### config.mk
export PLATFORM = sky130hd
export DESIGN_NAME = clock_set_ctrl
export DESIGN_NICKNAME = d
export VERILOG_FILES = /design/src/rtl/clock_set_ctrl.sv
export SDC_FILE = /design/constraint.sdc
export NUM_CORES = 1
export LEC_CHECK = 0
export ABC_CLOCK_PERIOD_IN_PS = 2500
export CAP_MARGIN = 20
export CELL_PAD_IN_SITES_DETAIL_PLACEMENT = 0
export CELL_PAD_IN_SITES_GLOBAL_PLACEMENT = 1
export CORE_ASPECT_RATIO = 1.5
export CORE_UTILIZATION = 41
export DETAILED_ROUTE_END_ITERATION = 7
export PLACE_DENSITY = 0.8
export SLEW_MARGIN = 5
export SYNTH_ARGS = -nofsm -noshare
export SYNTH_HDL_FRONTEND = slang
export SYNTH_SLANG_ARGS = --single-unit
export TNS_END_PERCENT = 50
### constraint.sdc
create_clock -name clk -period 2.5 [get_ports clk]
set_input_delay 0.75 -clock clk [delete_from_list [all_inputs] [get_ports clk]]
set_output_delay 0.75 -clock clk [all_outputs]
set_load 0.02 [all_outputs]
### src/rtl/clock_set_ctrl.sv
// Time-set controller: debounces mode/inc buttons, walks RUN -> SET_H -> SET_M -> SET_S -> COMMIT,
// edits shadow time registers, pauses the counter while editing and blinks the edited display field.
module clock_set_ctrl #(
  parameter int DEB_CYCLES     = 20,
  parameter int BLINK_HALF     = 500,
  parameter int TIMEOUT_CYCLES = 100000
) (
  input  logic       clk,
  input  logic       rst,
  input  logic       btn_mode,
  input  logic       btn_inc,
  input  logic [4:0] cur_h,
  input  logic [5:0] cur_m,
  input  logic [5:0] cur_s,
  output logic [4:0] set_h,
  output logic [5:0] set_m,
  output logic [5:0] set_s,
  output logic       load,
  output logic       run_en,
  output logic [1:0] edit_field,
  output logic [2:0] blank_mask
);

  localparam int DEB_W   = $clog2(DEB_CYCLES + 1);
  localparam int BLINK_W = $clog2(BLINK_HALF + 1);
  localparam int IDLE_W  = $clog2(TIMEOUT_CYCLES + 1);

  typedef enum logic [2:0] {
    RUN    = 3'd0,
    SET_H  = 3'd1,
    SET_M  = 3'd2,
    SET_S  = 3'd3,
    COMMIT = 3'd4
  } state_t;

  // bit 0 = mode button, bit 1 = inc button
  logic [1:0] btn_raw;
  logic [1:0] press;

  assign btn_raw = {btn_inc, btn_mode};

  genvar gi;
  generate
    for (gi = 0; gi < 2; gi++) begin : g_deb
      logic             sync1_reg;
      logic             sync2_reg;
      logic             deb_reg;
      logic             press_reg;
      logic [DEB_W-1:0] cnt_reg;

      always_ff @(posedge clk) begin
        if (!rst) begin
          sync1_reg <= 1'b0;
          sync2_reg <= 1'b0;
          deb_reg   <= 1'b0;
          press_reg <= 1'b0;
          cnt_reg   <= '0;
        end else begin
          sync1_reg <= btn_raw[gi];
          sync2_reg <= sync1_reg;
          press_reg <= 1'b0;
          if (sync2_reg == deb_reg) begin
            cnt_reg <= '0;
          end else if (cnt_reg == DEB_W'(DEB_CYCLES - 1)) begin
            // this sample is the DEB_CYCLES-th consecutive disagreeing one
            deb_reg   <= sync2_reg;
            cnt_reg   <= '0;
            press_reg <= sync2_reg;
          end else begin
            cnt_reg <= cnt_reg + DEB_W'(1);
          end
        end
      end

      assign press[gi] = press_reg;
    end
  endgenerate

  logic mode_press;
  logic inc_press;
  logic any_press;

  assign mode_press = press[0];
  assign inc_press  = press[1];
  assign any_press  = mode_press | inc_press;

  state_t               state_reg, state_next;
  logic [4:0]           set_h_reg, set_h_next;
  logic [5:0]           set_m_reg, set_m_next;
  logic [5:0]           set_s_reg, set_s_next;
  logic [IDLE_W-1:0]    idle_reg, idle_next;
  logic [BLINK_W-1:0]   blink_cnt_reg, blink_cnt_next;
  logic                 phase_reg, phase_next;
  logic                 load_reg, load_next;
  logic                 run_en_reg, run_en_next;
  logic [1:0]           edit_field_reg, edit_field_next;
  logic [2:0]           blank_mask_reg, blank_mask_next;
  logic                 in_set;
  logic                 timed_out;

  assign in_set    = (state_reg == SET_H) || (state_reg == SET_M) || (state_reg == SET_S);
  assign timed_out = in_set && !any_press && (idle_reg == IDLE_W'(TIMEOUT_CYCLES - 1));

  always_comb begin
    state_next = state_reg;
    set_h_next = set_h_reg;
    set_m_next = set_m_reg;
    set_s_next = set_s_reg;
    case (state_reg)
      RUN: begin
        if (mode_press) begin
          state_next = SET_H;
          set_h_next = cur_h;
          set_m_next = cur_m;
          set_s_next = cur_s;
        end
      end
      SET_H: begin
        // mode takes priority over a coincident inc press
        if (mode_press) begin
          state_next = SET_M;
        end else if (inc_press) begin
          set_h_next = (set_h_reg >= 5'd23) ? 5'd0 : set_h_reg + 5'd1;
        end else if (timed_out) begin
          state_next = RUN;
        end
      end
      SET_M: begin
        if (mode_press) begin
          state_next = SET_S;
        end else if (inc_press) begin
          set_m_next = (set_m_reg >= 6'd59) ? 6'd0 : set_m_reg + 6'd1;
        end else if (timed_out) begin
          state_next = RUN;
        end
      end
      SET_S: begin
        if (mode_press) begin
          state_next = COMMIT;
        end else if (inc_press) begin
          set_s_next = (set_s_reg >= 6'd59) ? 6'd0 : set_s_reg + 6'd1;
        end else if (timed_out) begin
          state_next = RUN;
        end
      end
      COMMIT: begin
        state_next = RUN;
      end
      default: begin
        state_next = RUN;
      end
    endcase
  end

  always_comb begin
    idle_next = '0;
    if (in_set && !any_press && (state_next == state_reg)) begin
      idle_next = idle_reg + IDLE_W'(1);
    end

    blink_cnt_next = blink_cnt_reg;
    phase_next     = phase_reg;
    if (state_next != state_reg) begin
      blink_cnt_next = '0;
      phase_next     = 1'b0;
    end else if (blink_cnt_reg == BLINK_W'(BLINK_HALF - 1)) begin
      blink_cnt_next = '0;
      phase_next     = ~phase_reg;
    end else begin
      blink_cnt_next = blink_cnt_reg + BLINK_W'(1);
    end
  end

  // outputs are decoded from the next state so they change on the same edge as the state
  always_comb begin
    load_next       = (state_next == COMMIT);
    run_en_next     = (state_next == RUN);
    edit_field_next = 2'd0;
    blank_mask_next = 3'b000;
    case (state_next)
      SET_H: begin
        edit_field_next = 2'd1;
        blank_mask_next = {phase_next, 2'b00};
      end
      SET_M: begin
        edit_field_next = 2'd2;
        blank_mask_next = {1'b0, phase_next, 1'b0};
      end
      SET_S: begin
        edit_field_next = 2'd3;
        blank_mask_next = {2'b00, phase_next};
      end
      default: begin
        edit_field_next = 2'd0;
        blank_mask_next = 3'b000;
      end
    endcase
  end

  always_ff @(posedge clk) begin
    if (!rst) begin
      state_reg      <= RUN;
      set_h_reg      <= '0;
      set_m_reg      <= '0;
      set_s_reg      <= '0;
      idle_reg       <= '0;
      blink_cnt_reg  <= '0;
      phase_reg      <= 1'b0;
      load_reg       <= 1'b0;
      run_en_reg     <= 1'b1;
      edit_field_reg <= 2'd0;
      blank_mask_reg <= 3'b000;
    end else begin
      state_reg      <= state_next;
      set_h_reg      <= set_h_next;
      set_m_reg      <= set_m_next;
      set_s_reg      <= set_s_next;
      idle_reg       <= idle_next;
      blink_cnt_reg  <= blink_cnt_next;
      phase_reg      <= phase_next;
      load_reg       <= load_next;
      run_en_reg     <= run_en_next;
      edit_field_reg <= edit_field_next;
      blank_mask_reg <= blank_mask_next;
    end
  end

  assign set_h      = set_h_reg;
  assign set_m      = set_m_reg;
  assign set_s      = set_s_reg;
  assign load       = load_reg;
  assign run_en     = run_en_reg;
  assign edit_field = edit_field_reg;
  assign blank_mask = blank_mask_reg;

endmodule

==> reports/metrics.cfg <==
[global_routing]
grt_usage = 0.185
grt_overflow_total = 0
grt.met3_usage = 0.0404
met2_usage = 0.332
busiest_layer = met2
antenna_found_initial = 0
grt_pass1_vias = 2685
grt_use_met1 = 0.199
grt_max_degree = 25
grt_first_pass_wirelength_mm = 12.1

[critical_path]
reg2reg_depth = 4
start_kind = flop
crit_family = buffers and inverters
timing.rr.end = idle_reg[3]
reg2reg_from = idle_reg[5]
cp.depth = 1
crit_path_end_kind = output port
crit_buf_inv = 1
worstPathArrival_ns = 1.46
r2r_slack_ns = 0.47
critical_path_class = flop to output port
crit_chain = clkdlybuf4s50_1
crit_required_ns = 1.75
crit_slowest_cell = clkdlybuf4s50_1
cp_slowest_stage_delay_ns = 0.66
startpoint = set_h[4]
crit_end = set_h[4]
cp_max_fo = 8

[synth]
synth-edff-count = 0
ys_warn_count = 0
async_flop_share = 0
synth_seq_cells = 72
ys.flop_type = dfxtp_1
synth_cell_type_count = 61
avgSynthCellArea_um2 = 8.61
yosysSeqAreaShare = 0.435
syn_nets = 413
netlist_area_mm2 = 0.00331
postSynthCellCount = 385

[clock_network]
cts_setup_buffers = 0
cts_buffers = 9
hold_buffers = 0
cts.sinks = 72
cts_tree = done
clockBufferDepth = 2
cts_root_buffer = clkbuf_16
h-tree-depth = 3
cts_resized = 0
path_clk_slew_ns = 0.05
clock_latency_ns = 0.33

[routing]
avgRoutedWirePerCell_um = 13.4
ant_nets = 0
first_pass_iters = 4
drtIter0Drc = 107
routed_wl_mm = 7.18
vias = 2849
vias_per_cell = 5.33
drcViolationCount = 0

[layout]
area_delta_synth_final_pct = 26.0
regArea_mm2 = 0.00144
largest_reg_flops = 17
layout_commonest_cell = dfxtp_1
layout_common_cells = dfxtp_1, nor2_1, clkdlybuf4s50_1, nand2_1, nand3_1
nFillCells = 770
num-nets-final = 456
insertedDiodeCount = 0
multi_input_area_mm2 = 0.00174
layout-drive-gt1-share = 0.0670

[power_and_ir_drop]
powerDensity_mw_per_mm2 = 631
swShare = 0.192
pwr-share-comb = 0.028
vdd_ir_drop_max_v = 0.000428
p_switching_mw = 0.507
seq_power_share = 0.441
clkPwrFrac = 0.531
leakagePower_nw = 1.45
p_int_mw = 2.13

[timing]
fmax_mhz = 453
period_minus_slack_ns = 2.21
slew_headroom = 0.540
finalCritPeriodShare = 0.883
skew_ns = 0.00864
worst_pin_slew_ns = 0.690
tns_ns = 0
hold_viol = 0
rsz0062_at_grt = no
slew_viol_final = 0
fin_ws_ns = 0.293
setup_viol = 0

[die]
die_w_um = 75.4
dieArea_mm2 = 0.00845
num_rows = 39
io_pins = 45
start_util = 0.430
fp.dieH_um = 112
core_region_area_mm2 = 0.00771

[place]
gp_congestion = 0.777
hpwlAfterDp_mm = 5.08
portBuffers = 44
dp_slack_ns = 0.239

[min_path]
hold_class = flop to flop

[outcome]
status = completed

[job]
drv_cap = 0

cell families after synthesis:
logic type	synth area share
AOI/OAI and AO/OA	0.160
DFF	0.435
xor gates and xnor gates	0.0766
and+or+nand+nor	0.257
adders and majority gates	0.0264
muxes	0.00604
buffers and inverters	0.0396
worst min-delay path by stage:
stage                       start            endpoint  slack [ns]  cells after the start
2_1_floorplan  g_deb[0].sync1_reg  g_deb[0].sync2_reg        0.41                      1
3_3_place_gp     blink_cnt_reg[0]    blink_cnt_reg[0]        0.42                      1
3_5_place_dp   g_deb[0].sync1_reg  g_deb[0].sync2_reg        0.43                      1
4_1_cts          blink_cnt_reg[0]    blink_cnt_reg[0]        0.44                      1
5_1_grt          blink_cnt_reg[0]    blink_cnt_reg[0]        0.46                      1
6_report         blink_cnt_reg[0]    blink_cnt_reg[0]        0.44                      1
metal layers:
| metal | part of all wire | vias up | routed length (um) |
|---|---|---|---|
| met5 | 0 | - | 0 |
| met4 | 0.020 | 0 | 147 |
| met3 | 0.032 | 10 | 231 |
| met2 | 0.53 | 43 | 3780 |
| met1 | 0.42 | 1332 | 3020 |
| li1 | - | 1464 | - |
through the flow:
| stage | cell area, um^2 | total power, mW | hold slack, ns | utilization | std cells |
|---|---|---|---|---|---|
| 6_report | 4180 | 2.64 | 0.436 | 0.542 | 535 |
| 2_1_floorplan | 3310 | 1.22 | 0.412 | - | 385 |
| 3_3_place_gp | 3840 | 1.26 | 0.421 | 0.499 | 519 |
| 3_5_place_dp | 3840 | 1.26 | 0.431 | 0.499 | 519 |
| 4_1_cts | 4180 | 2.67 | 0.441 | 0.542 | 535 |
| 5_1_grt | 4180 | 2.73 | 0.462 | 0.542 | 535 |
synthesized netlist by cell type, types with 3 or more instances:
master	number	area (um^2)
o21ai_0	12	60.1
a21oi_1	19	95.1
nand3_1	21	105
buf_2	6	30.0
inv_1	16	60.1
nand2_1	25	93.8
nor4_1	6	37.5
or4_1	3	22.5
o2bb2ai_1	3	26.3
and2_1	7	43.8
nand4b_1	3	26.3
o32ai_1	4	35.0
nor2_1	50	188
clkbuf_1	10	37.5
o21ai_1	3	15.0
xor2_1	15	131
dfxtp_1	72	1440
ha_1	7	87.6
or3_1	3	18.8
nand4_1	11	68.8
nand3b_1	5	37.5
xnor2_1	14	123
a21boi_0	3	22.5
nor3_1	9	45.0
nand2b_1	4	25.0
a211oi_1	4	30.0
nor3b_1	3	22.5
area by class of cell:
cell class	count	area share
well taps	102	0.0305
clock buffers	12	0.0614
inverters	17	0.0153
clock inverters	4	0.0183
flip-flops and latches	72	0.345
repair buffers	48	0.113
multi-input cells	280	0.417
power by group through the flow:
stage	sequential, mW	combinational, mW	clock (mW)
6_report	1.16	0.0743	1.40
5_1_grt	1.16	0.0820	1.48
4_1_cts	1.16	0.0756	1.44
3_5_place_dp	1.19	0.0749	0
3_3_place_gp	1.19	0.0739	0
2_1_floorplan	1.18	0.0329	0
Power figures use the tool's default switching activity.
